### config.mk
export PLATFORM = sky130hd
export DESIGN_NAME = sram_ctrl_flat
export DESIGN_NICKNAME = d
export VERILOG_FILES = /design/src/rtl/sram_ctrl_if.sv /design/src/rtl/sram_ctrl.sv /design/src/flat_wrapper.sv
export SDC_FILE = /design/constraint.sdc
export NUM_CORES = 1
export LEC_CHECK = 0
export ABC_CLOCK_PERIOD_IN_PS = 5590
export BUFFER_PORTS_ARGS = -buffer_cell sky130_fd_sc_hd__clkbuf_2
export CAP_MARGIN = 25
export CELL_PAD_IN_SITES_DETAIL_PLACEMENT = 1
export CELL_PAD_IN_SITES_GLOBAL_PLACEMENT = 2
export CORE_MARGIN = 2
export CORE_UTILIZATION = 33
export CTS_CLUSTER_SIZE = 8
export DETAILED_ROUTE_END_ITERATION = 7
export GPL_ROUTABILITY_DRIVEN = 0
export HOLD_SLACK_MARGIN = 0.05
export PLACE_DENSITY_LB_ADDON = 0.12
export SLEW_MARGIN = 10
export SYNTH_ARGS = -nofsm -noshare
export SYNTH_HDL_FRONTEND = slang
export SYNTH_SLANG_ARGS = --single-unit
export TNS_END_PERCENT = 100
### constraint.sdc
create_clock -name clk -period 5.59 [get_ports clk]
set_clock_uncertainty 0.15 [all_clocks]
set_input_delay 1.118 -clock clk [delete_from_list [all_inputs] [get_ports clk]]
set_output_delay 1.118 -clock clk [all_outputs]
set_load 0.02 [all_outputs]
### src/rtl/sram_ctrl_if.sv
// sram_ctrl_if: request/response port and external SRAM pin bundle for sram_ctrl
interface sram_ctrl_if #(
  parameter int ADDR_W = 19,
  parameter int DATA_W = 16
);
  localparam int NB = DATA_W / 8;
  logic              req_valid;
  logic              req_ready;
  logic              req_we;
  logic [ADDR_W-1:0] req_addr;
  logic [DATA_W-1:0] req_wdata;
  logic [NB-1:0]     req_be;
  logic              resp_valid;
  logic [DATA_W-1:0] resp_rdata;
  logic [ADDR_W-1:0] sram_addr;
  logic [DATA_W-1:0] sram_dq_out;
  logic              sram_dq_oe;
  logic [DATA_W-1:0] sram_dq_in;
  logic              sram_ce_n;
  logic              sram_oe_n;
  logic              sram_we_n;
  logic [NB-1:0]     sram_be_n;
  modport slave (
    input  req_valid, req_we, req_addr, req_wdata, req_be, sram_dq_in,
    output req_ready, resp_valid, resp_rdata, sram_addr, sram_dq_out, sram_dq_oe,
           sram_ce_n, sram_oe_n, sram_we_n, sram_be_n
  );
  modport master (
    output req_valid, req_we, req_addr, req_wdata, req_be, sram_dq_in,
    input  req_ready, resp_valid, resp_rdata, sram_addr, sram_dq_out, sram_dq_oe,
           sram_ce_n, sram_oe_n, sram_we_n, sram_be_n
  );
endinterface

### src/rtl/sram_ctrl.sv
// sram_ctrl: valid/ready request port to asynchronous SRAM with programmable wait states; define SRAM_CTRL_STATS_EN for read/write response counters
module sram_ctrl #(
  parameter int ADDR_W  = 19,
  parameter int DATA_W  = 16,
  parameter int WAIT_RD = 1,
  parameter int WAIT_WR = 1
) (
  input  logic        clk,
  input  logic        resetn,
  sram_ctrl_if.slave  bus
`ifdef SRAM_CTRL_STATS_EN
  ,
  output logic [31:0] stat_rd_cnt,
  output logic [31:0] stat_wr_cnt
`endif
);
  localparam int NB = DATA_W / 8;
  typedef enum logic [2:0] {IDLE, RD, TURN, WR_SETUP, WR_PULSE, WR_HOLD, ACK} state_t;
  state_t            r_state, w_nxt;
  logic [3:0]        r_cnt, w_cnt;
  logic [NB-1:0]     r_be, w_be, r_be_n;
  logic [ADDR_W-1:0] r_addr;
  logic [DATA_W-1:0] r_dq, r_rdata, w_mask;
  logic              r_ce_n, r_oe_n, r_we_n, r_dq_oe, r_resp_valid;
  logic              w_acc, w_rd_s, w_wr_s, w_resp;
  assign bus.req_ready   = resetn && r_state == IDLE;
  assign w_acc           = bus.req_valid && bus.req_ready;
  assign w_be            = w_acc ? bus.req_be : r_be;
  assign w_rd_s          = w_nxt == RD;
  assign w_wr_s          = w_nxt inside {WR_SETUP, WR_PULSE, WR_HOLD};
  assign w_resp          = w_nxt inside {TURN, WR_HOLD, ACK};
  assign bus.sram_addr   = r_addr;
  assign bus.sram_dq_out = r_dq;
  assign bus.sram_dq_oe  = r_dq_oe;
  assign bus.sram_ce_n   = r_ce_n;
  assign bus.sram_oe_n   = r_oe_n;
  assign bus.sram_we_n   = r_we_n;
  assign bus.sram_be_n   = r_be_n;
  assign bus.resp_valid  = r_resp_valid;
  assign bus.resp_rdata  = r_rdata;
  // lane mask of the latched byte enables, applied to captured read data
  always_comb begin
    w_mask = '0;
    for (int i = 0; i < NB; i++) w_mask[8*i +: 8] = {8{r_be[i]}};
  end
  // next state and wait counter; counter loads on entry and counts down to 0
  always_comb begin
    w_nxt = r_state;
    w_cnt = r_cnt;
    case (r_state)
      IDLE: if (w_acc) begin
        w_nxt = bus.req_be == '0 ? ACK : bus.req_we ? WR_SETUP : RD;
        w_cnt = 4'(WAIT_RD);
      end
      RD: begin
        w_nxt = r_cnt == 4'd0 ? TURN : RD;
        w_cnt = r_cnt - 4'd1;
      end
      WR_SETUP: begin
        w_nxt = WR_PULSE;
        w_cnt = 4'(WAIT_WR);
      end
      WR_PULSE: begin
        w_nxt = r_cnt == 4'd0 ? WR_HOLD : WR_PULSE;
        w_cnt = r_cnt - 4'd1;
      end
      default: w_nxt = IDLE;
    endcase
  end
  // state register
  always_ff @(posedge clk or negedge resetn)
    if (!resetn) begin
      r_state <= IDLE;
      r_cnt   <= '0;
    end else begin
      r_state <= w_nxt;
      r_cnt   <= w_cnt;
    end
  // pins and response registered from the next state so strobes align with it
  always_ff @(posedge clk or negedge resetn)
    if (!resetn) begin
      r_addr       <= '0;
      r_dq         <= '0;
      r_be         <= '0;
      r_be_n       <= '1;
      r_ce_n       <= 1'b1;
      r_oe_n       <= 1'b1;
      r_we_n       <= 1'b1;
      r_dq_oe      <= 1'b0;
      r_resp_valid <= 1'b0;
      r_rdata      <= '0;
    end else begin
      if (w_acc) begin
        r_addr <= bus.req_addr;
        r_be   <= bus.req_be;
        if (bus.req_we) r_dq <= bus.req_wdata;
      end
      r_ce_n       <= !(w_rd_s || w_wr_s);
      r_oe_n       <= !w_rd_s;
      r_we_n       <= w_nxt != WR_PULSE;
      r_dq_oe      <= w_wr_s;
      r_be_n       <= (w_rd_s || w_wr_s) ? ~w_be : '1;
      r_resp_valid <= w_resp;
      r_rdata      <= (r_state == RD && w_nxt == TURN) ? (bus.sram_dq_in & w_mask) :
                      w_resp ? '0 : r_rdata;
    end
`ifdef SRAM_CTRL_STATS_EN
  logic [31:0] r_stat_rd, r_stat_wr;
  assign stat_rd_cnt = r_stat_rd;
  assign stat_wr_cnt = r_stat_wr;
  // response counters, bumped together with the resp_valid they count
  always_ff @(posedge clk or negedge resetn)
    if (!resetn) begin
      r_stat_rd <= '0;
      r_stat_wr <= '0;
    end else begin
      if (w_nxt == TURN || (w_nxt == ACK && !bus.req_we)) r_stat_rd <= r_stat_rd + 32'd1;
      if (w_nxt == WR_HOLD || (w_nxt == ACK && bus.req_we)) r_stat_wr <= r_stat_wr + 32'd1;
    end
`endif
endmodule

### src/flat_wrapper.sv
// flat-port wrapper written by rule: the top's interface ports become plain ports
module sram_ctrl_flat 
#(
  parameter int ADDR_W  = 19,
  parameter int DATA_W  = 16,
  parameter int WAIT_RD = 1,
  parameter int WAIT_WR = 1
)
  (clk, resetn, bus_req_valid, bus_req_we, bus_req_addr, bus_req_wdata, bus_req_be, bus_sram_dq_in, bus_req_ready, bus_resp_valid, bus_resp_rdata, bus_sram_addr, bus_sram_dq_out, bus_sram_dq_oe, bus_sram_ce_n, bus_sram_oe_n, bus_sram_we_n, bus_sram_be_n);
  sram_ctrl_if #(.ADDR_W(ADDR_W), .DATA_W(DATA_W)) bus_i ();
  input  logic clk;
  input  logic resetn;
  input wire logic [$bits(bus_i.req_valid)-1:0] bus_req_valid;
  input wire logic [$bits(bus_i.req_we)-1:0] bus_req_we;
  input wire logic [$bits(bus_i.req_addr)-1:0] bus_req_addr;
  input wire logic [$bits(bus_i.req_wdata)-1:0] bus_req_wdata;
  input wire logic [$bits(bus_i.req_be)-1:0] bus_req_be;
  input wire logic [$bits(bus_i.sram_dq_in)-1:0] bus_sram_dq_in;
  output wire logic [$bits(bus_i.req_ready)-1:0] bus_req_ready;
  output wire logic [$bits(bus_i.resp_valid)-1:0] bus_resp_valid;
  output wire logic [$bits(bus_i.resp_rdata)-1:0] bus_resp_rdata;
  output wire logic [$bits(bus_i.sram_addr)-1:0] bus_sram_addr;
  output wire logic [$bits(bus_i.sram_dq_out)-1:0] bus_sram_dq_out;
  output wire logic [$bits(bus_i.sram_dq_oe)-1:0] bus_sram_dq_oe;
  output wire logic [$bits(bus_i.sram_ce_n)-1:0] bus_sram_ce_n;
  output wire logic [$bits(bus_i.sram_oe_n)-1:0] bus_sram_oe_n;
  output wire logic [$bits(bus_i.sram_we_n)-1:0] bus_sram_we_n;
  output wire logic [$bits(bus_i.sram_be_n)-1:0] bus_sram_be_n;
  assign bus_i.req_valid = bus_req_valid;
  assign bus_i.req_we = bus_req_we;
  assign bus_i.req_addr = bus_req_addr;
  assign bus_i.req_wdata = bus_req_wdata;
  assign bus_i.req_be = bus_req_be;
  assign bus_i.sram_dq_in = bus_sram_dq_in;
  assign bus_req_ready = bus_i.req_ready;
  assign bus_resp_valid = bus_i.resp_valid;
  assign bus_resp_rdata = bus_i.resp_rdata;
  assign bus_sram_addr = bus_i.sram_addr;
  assign bus_sram_dq_out = bus_i.sram_dq_out;
  assign bus_sram_dq_oe = bus_i.sram_dq_oe;
  assign bus_sram_ce_n = bus_i.sram_ce_n;
  assign bus_sram_oe_n = bus_i.sram_oe_n;
  assign bus_sram_we_n = bus_i.sram_we_n;
  assign bus_sram_be_n = bus_i.sram_be_n;
  sram_ctrl #(.ADDR_W(ADDR_W), .DATA_W(DATA_W), .WAIT_RD(WAIT_RD), .WAIT_WR(WAIT_WR)) u_core (.clk(clk), .resetn(resetn), .bus(bus_i));
endmodule
# --- Word level (Yosys, flattened, before mapping) ---
# Cells that the tools add are included.
totals:
  regBits: 67
  input_bits: 57
  output_inout_bits: 59
  word_cells: 54
classes:
  n_addsub: 1
  n_eq_ne: 11
  muxes: 12
  n_bitwise: 2
  n_reduce_logical: 16
op_table:
  columns: ["cell", "n"]
  rows:
  - ["16-bit two-way mux", 2]
  - ["16-bit AND", 1]
  - ["3-bit == test, second input constant", 4]
  - ["3-bit case mux with 4 select lines", 1]
  - ["4-bit case mux with 3 select lines", 1]
  - ["3-bit by 2-bit == test with 1-bit output, second input constant", 3]
  - ["3-bit nonzero test", 3]
  - ["2-bit two-way mux", 4]
  - ["3-bit by 1-bit == test with 1-bit output, second input constant", 2]
  - ["3-bit two-way mux", 2]
  - ["4-bit logical NOT", 1]
  - ["4-bit two-way mux", 1]
  - ["2-bit AND reduction", 2]
  - ["4-bit by 1-bit subtractor with 4-bit output, second input constant", 1]
  - ["1-bit logical AND", 3]
  - ["3-bit logical NOT", 1]
  - ["3-bit != test, second input constant", 1]
  - ["1-bit logical NOT", 2]
  - ["2-bit logical NOT", 1]
  - ["2-bit by 1-bit != test with 1-bit output, second input constant", 1]
  - ["2-bit inverter", 1]
  - ["2-bit nonzero test", 1]
  - ["2-bit OR reduction", 1]
  - ["1-bit logical OR", 1]
  - ["1-bit two-way mux", 1]

# --- Longest topological paths before layout ---
# Gate-level depths: netlist of run 1.
logic_depth:
  depth_word: 9
  ltp_mapped: 7
  ltp_nobuf: 5

# --- Worst setup path after synthesis of run 1 ---
# No wires, ideal clock.
synth_path:
  path_kind: "input-to-output"
  start: "in resetn"
  end: "out bus_req_ready"
  t_arrival_ns: 1.358
  t_required_ns: 4.322
  path_slack_ns: 2.964
  path_stages: 1
  n_path_buf: 0
  path_cell_list: "and3_1"
synth_via:
  elab_chain_cells: 1
synth_lines:
  columns: ["element", "line", "source"]
  rows:
  - ["start: declaration", "flat_wrapper.sv:12", "input logic resetn;"]
  - ["1-bit logical AND", "sram_ctrl.sv:26", "assign bus.req_ready = resetn && r_state == IDLE;"]
  - ["end: declaration", "flat_wrapper.sv:19", "output wire logic [$bits(bus_i.req_ready)-1:0] bus_req_ready;"]
# Every way passes these cells.

# --- Worst setup path in the final report of run 1 ---
layout_path:
  start: "reg u_core.r_state[2]"
  end: "out bus_req_ready"
layout_via:
  elab_chain_cells: 2
layout_lines:
  columns: ["element", "line", "source"]
  rows:
  - ["start: declaration", "sram_ctrl.sv:19", "state_t r_state, w_nxt;"]
  - ["start signal: assignment", "sram_ctrl.sv:76", "r_state <= w_nxt;"]
  - ["3-bit logical NOT", "sram_ctrl.sv:26", null]
  - ["1-bit logical AND", "sram_ctrl.sv:26", null]
# Every way passes these cells.

==> results.yml, run 1 <==
synth:
  syn-mean-instance-area_um2: 12.7
  synth_top_cell_by_area: "dfrtp_1"
  synth_area_um2: 3090
  ys.flop_type: "dfrtp_1"
  yosysSeqAreaShare_pct: 54.5
  synth_seq_cells: 67
  syn_nets: 301
  synthArstFlopShare_pct: 100
  synth_edf_count: 0
  synth_cells: 243
  netlist.area_leader.share_pct: 50.3
  ys_types: 56
  yosys_warnings: 0
  synthTopCellsByArea: "dfrtp_1, mux2_2, mux2_4"
sta:
  final.setup.worst_slack_ns: 2.47
  period_share_pct: 55.9
  hold_ws_ns: 0.356
  rsz0062_at_grt: "no"
  hold_viol_final: 0
  fmax_ghz: 0.320
  finalSetupViolCount: 0
  slew_viol_final: 0
  relSlewSlack_pct: 39.3
  setup_tns_ns: 0
  tightest_slew_ns: 0.910
  finalCriticalPeriod_ns: 3.12
power:
  intPower_w: 0.00142
  finalPower_w: 0.00246
  p_seq_share_pct: 37.2
  clock_power_share_pct: 17.1
  irDropWorstVdd_uv: 249
  p_per_area_nw_per_um2: 625
  leakage_nw: 1.87
  switching_share_pct: 42.1
  switching_power_w: 0.00103
  power.share.combinational_pct: 45.6
detailed_routing:
  post-route-drc-count: 0
  wirelength_um: 8100
  first_iter_violations: 101
  vias: 2439
  dr.pass1.iters: 4
  drtAntennaViolNets: 0
  vias_per_cell: 5.19
  wl_per_cell_um: 17.2
placed_design:
  io_buffers: 115
  hpwl_um: 5400
  place_inst: 454
  pre_cts_ws_ns: 2.45
die:
  start_util_pct: 33.7
  core-area_um2: 9150
  dieArea_um2: 10100
  io_pins: 116
  die_y_um: 101
  row_count: 35
  fp.dieW_um: 101
critical_path:
  cpMaxStageDelayCell: "dfrtp_1"
  cp_data_arrival_time_ns: 1.86
  critical_path.top_delay_family: "flip-flops"
  slowest_delay_ns: 0.80
  cp-end-kind: "primary output"
  reg2reg_from: "u_core.r_cnt[0]"
  setup.worst_path.start_class: "flop"
  critPathLaunch: "u_core.r_state[2]"
  path_cells: "inv_1 > and3_1 > clkbuf_2"
  path_class: "flop to primary output"
  critical_path.max_fanout: 19
  critPathBufInv: 2
  crit_required_ns: 4.32
clocking:
  path_clk_slew_ns: 0.08
  postCtsHoldBufs: 0
  cts_tree: "done"
  cts_buffer_depth: 2
  clk_latency_ns: 0.34
  root_buffer: "clkbuf_8"
  cts.sinks: 67
  cts_repair_resize_count: 0
  htree_levels: 3
  numCtsBuffers: 9
  post-cts-setup-buffers: 0
global_routing:
  use_met1_pct: 22.5
  grt_max_degree: 72
  gr-total-overflow: 0
  globalRouteMet2Util_pct: 25.8
  grt_antenna_before_repair: 0
  grt_usage_pct: 16.6
  grt_pass1_wl_um: 13200
  grt_pass1_vias: 2551
  gr-max-usage-layer: "met2"
  met3_usage_pct: 5.13
finish:
  antennaDiodeCount: 0
  final_nets: 412
  n_fill_cell: 1012
  layout.cells.non_filler: 470
  syn_to_final_growth_pct: 27.5
  drive_gt1_share_pct: 51.8
  mostFrequentLayoutCell: "clkbuf_2"
  most-common-layout-cells: "clkbuf_2, dfrtp_1, o21ai_0, mux2_2, a32oi_1"
min_path:
  worstHoldStart: "u_core.bus.sram_addr[16]"
  hp-class: "flop to flop"
job:
  maxCapViolations: 0
status:
  status: "finished clean"
[registers in the layout (all words and copies together), names as in the netlist]
signal / flops
u_core.bus.sram_we_n: 1
u_core.bus.sram_oe_n: 1
u_core.r_cnt: 4
u_core.bus.resp_valid: 1
u_core.r_state: 3
u_core.bus.sram_be_n: 2
u_core.bus.sram_dq_out: 16
u_core.bus.sram_dq_oe: 1
u_core.bus.sram_ce_n: 1
u_core.r_be: 2
u_core.bus.resp_rdata: 16
u_core.bus.sram_addr: 19
[synth_stat cells, types with 3 or more instances]
cell type / count
inv_1: 4
dfrtp_1: 62
clkbuf_1: 5
nand2b_1: 3
mux2_4: 10
o21ai_0: 25
nor2_1: 6
buf_6: 4
dfstp_2: 5
mux2_2: 25
nand2_1: 5
buf_2: 6
a21oi_1: 3
nor2b_1: 3
a32oi_1: 16
o21ai_1: 10
[logic make-up (layout without fill, tap and decap cells)]
group / count (synthesis) / count (layout) / share of synthesized area (%)
AND/OR/NAND/NOR: 39 / 39 / 8.76
AO/OA/AOI/OAI: 78 / 78 / 17.4
multiplexers: 36 / 36 / 14.7
buffers and inverters: 22 / 138 / 4.14
flip-flops: 67 / 67 / 54.5
adder cells (fa/ha/maj): 1 / 1 / 0.405
[area by class of cell]
class / count / area (um^2) / area share [%]
inverters: 4 / 15.0 / 0.382
well taps: 111 / 139 / 3.53
multi-input cells: 154 / 1290 / 32.8
clock buffers: 12 / 155 / 3.95
repair buffers: 118 / 601 / 15.3
flip-flops and latches: 67 / 1680 / 42.8
clock inverters: 4 / 50.0 / 1.27
[worst register-to-register path, stage by stage (launching register included)]
cell and delay (ns):
dfrtp_1 0.44, inv_1 0.10, ha_1 0.30, nor4bb_4 0.33, buf_4 0.29, a22o_2 0.42, o21ai_0 0.16
[metrics by stage]
step	util [%]	area (um^2)
finish	43.0	3930
global route	43.0	3930
CTS	43.0	3930
detailed placement	40.7	3730
global placement	40.7	3730
floorplan	-	3090
[worst paths after layout]
| kind | endpoint | slack, ns | cells after the start |
|---|---|---|---|
| worst max-delay path | bus_req_ready | 2.47 | 3 |
| worst min-delay path | u_core.bus.sram_addr[16] | 0.36 | 1 |
| max in group asynchronous | u_core.r_state[1] | 3.83 | 2 |
| min in group asynchronous | u_core.r_cnt[2] | 0.85 | 2 |
| worst min register to register | u_core.bus.sram_addr[16] | 0.36 | 1 |
| worst max register to register | u_core.bus.resp_rdata[0] | 3.27 | 6 |
[layer usage]
metal | share of wire [%] | up-vias
met5 | 0 | -
met4 | 1.1 | 0
met3 | 6.3 | 9
met2 | 47 | 90
met1 | 46 | 1200
li1 | - | 1140
[power by group through the flow]
stage | clock network [W] | logic [W] | registers (W)
2_1_floorplan | 0 | 0.000559 | 0.00112
3_3_place_gp | 0 | 0.00112 | 0.000921
3_5_place_dp | 0 | 0.00114 | 0.000922
4_1_cts | 0.000439 | 0.00114 | 0.000917
5_1_grt | 0.000457 | 0.00123 | 0.000955
6_report | 0.000421 | 0.00112 | 0.000916
(Power assumes the default switching activity.)
==> run 2, diff against run 1 <==
--- a/config.mk
+++ b/config.mk
@@ -5,13 +5,13 @@
 export SDC_FILE = /design/constraint.sdc
 export NUM_CORES = 1
 export LEC_CHECK = 0
-export ABC_CLOCK_PERIOD_IN_PS = 5590
+export ABC_CLOCK_PERIOD_IN_PS = 2600
 export BUFFER_PORTS_ARGS = -buffer_cell sky130_fd_sc_hd__clkbuf_2
 export CAP_MARGIN = 25
 export CELL_PAD_IN_SITES_DETAIL_PLACEMENT = 1
 export CELL_PAD_IN_SITES_GLOBAL_PLACEMENT = 2
 export CORE_MARGIN = 2
-export CORE_UTILIZATION = 33
+export CORE_UTILIZATION = 28
 export CTS_CLUSTER_SIZE = 8
 export DETAILED_ROUTE_END_ITERATION = 7
 export GPL_ROUTABILITY_DRIVEN = 0
==> constraint.sdc (replaced) <==
create_clock -name clk -period 2.6 [get_ports clk]
set_clock_uncertainty 0.15 [all_clocks]
set_input_delay 0.52 -clock clk [delete_from_list [all_inputs] [get_ports clk]]
set_output_delay 0.52 -clock clk [all_outputs]
set_load 0.02 [all_outputs]
==> results.yml, run 2 (synthesis gave the netlist of run 1 again) <==
die:
  row_count: 38
  start_util_pct: 28.6
  die_y_um: 109
  dieArea_um2: 11900
  core-area_um2: 10800
  fp.dieW_um: 109
  io_pins: 116
global_routing:
  grt_max_degree: 60
  grt_pass1_vias: 2650
  grt_usage_pct: 14.9
  grt_antenna_before_repair: 0
  grt_pass1_wl_um: 13600
  gr-total-overflow: 0
sta:
  hold_ws_ns: 0.248
  relSlewSlack_pct: 58.2
  rsz0062_at_grt: "no"
  period_share_pct: 95.6
  tightest_slew_ns: 0.624
  finalSetupViolCount: 0
  slew_viol_final: 0
  hold_viol_final: 0
  fmax_ghz: 0.402
  setup_tns_ns: 0
  finalCriticalPeriod_ns: 2.48
finish:
  fin_util_pct: 37.5
  final_area_um2: 4050
  drive_gt1_share_pct: 52.5
  antennaDiodeCount: 0
  mostFrequentLayoutCell: "clkbuf_2"
  largest_reg_flops: 19
  syn_to_final_growth_pct: 31.1
  most-common-layout-cells: "clkbuf_2, dfrtp_1, o21ai_0, mux2_2, a32oi_1"
  final_nets: 419
critical_path:
  cp-end-kind: "primary output"
  critPathBufInv: 4
  cpMaxStageDelayCell: "dlygate4sd3_1"
  critical_path.top_delay_family: "buffers and inverters"
  critical_path.max_fanout: 30
  path_class: "primary input to primary output"
  r2r-end: "u_core.bus.resp_rdata[3]"
  rr_worst_depth: 5
  crit_required_ns: 1.93
  crit_end: "bus_req_ready"
  critPathLaunch: "resetn"
  reg2reg_from: "u_core.r_cnt[0]"
  slowest_delay_ns: 0.52
  cp_data_arrival_time_ns: 1.81
  r2r_slack_ns: 0.51
  worstSetupPathDepth: 5
  path_cells: "dlygate4sd3_1 > buf_2 > buf_16 > and3_1 > clkbuf_2"
  setup.worst_path.start_class: "primary input"
clocking:
  numCtsBuffers: 9
  path_clk_slew_ns: 0.08
  htree_levels: 3
  cts.sinks: 67
  root_buffer: "clkbuf_8"
  clk_latency_ns: 0.35
  cts_tree: "done"
  cts_buffer_depth: 2
detailed_routing:
  dr.pass1.iters: 4
  wirelength_um: 8500
  first_iter_violations: 106
  vias_per_cell: 4.88
  wl_met1_um: 3900
  vias: 2467
  wl_met3_um: 416
  wl_per_cell_um: 16.8
  top_layer: "met4"
  wl_met2_um: 4060
  drtAntennaViolNets: 0
  post-route-drc-count: 0
min_path:
  hp-class: "primary input to flop"
  holdPathStages: 2
power:
  leakage_nw: 1.91
  p_per_area_nw_per_um2: 1310
  irDropWorstVdd_uv: 421
placed_design:
  hpwl_um: 5940
  io_buffers: 115
  postPlaceCellArea_um2: 3810
status:
  status: "finished clean"
job:
  maxCapViolations: 0
==> run 2: cell type report <==
type	instances	area [um^2]
sequential	67	1680
tap	140	175
timing repair buffer	125	691
multi-input combinational	154	1290
fill	1219	6750
clock buffer	10	128
clock inverter	6	63.8
inverter	4	15.0
==> run 2: layer usage <==
layer / vias to the layer above / GRT usage (%)
met1: 1243 / 20.3
met4: 0 / 5.04
met3: 13 / 4.12
li1: 1153 / -
met5: - / 0
met2: 58 / 22.6
==> run 2: through the flow <==
stage | instances | total power, W | worst slack [ns]
final | 506 | 0.00529 | 0.115
after global placement | 488 | 0.00445 | 0.493
after global routing | 506 | 0.00571 | 0.0512
after floorplan | 243 | 0.00362 | 0.751
after CTS | 505 | 0.00538 | 0.00408
after detailed placement | 488 | 0.00448 | 0.502
==> run 2: report_power, final <==
group	internal [W]	switching [W]
registers	0.00158	0.000396
logic	0.00102	0.00143
clock network	0.000443	0.000422
==> run 2: worst min path at each step <==
stage	start	to	slack (ns)
detailed placement	u_core.bus.sram_addr[17]	u_core.bus.sram_addr[17]	0.34
global placement	u_core.bus.sram_addr[15]	u_core.bus.sram_addr[15]	0.34
floorplan	resetn	u_core.bus.resp_rdata[0]	0.07
CTS	bus_req_addr[15]	u_core.bus.sram_addr[15]	0.23
finish	bus_req_addr[15]	u_core.bus.sram_addr[15]	0.25
global route	bus_req_addr[10]	u_core.bus.sram_addr[10]	0.23
==> run 2: timing repair <==
item | in CTS | in global routing
hold buffers | 1 | 0
buffers inserted | 0 | 0
endpoints found under the setup margin | 0 | 1
resized for setup | 0 | 1
endpoints found under the hold margin | 13 | 0
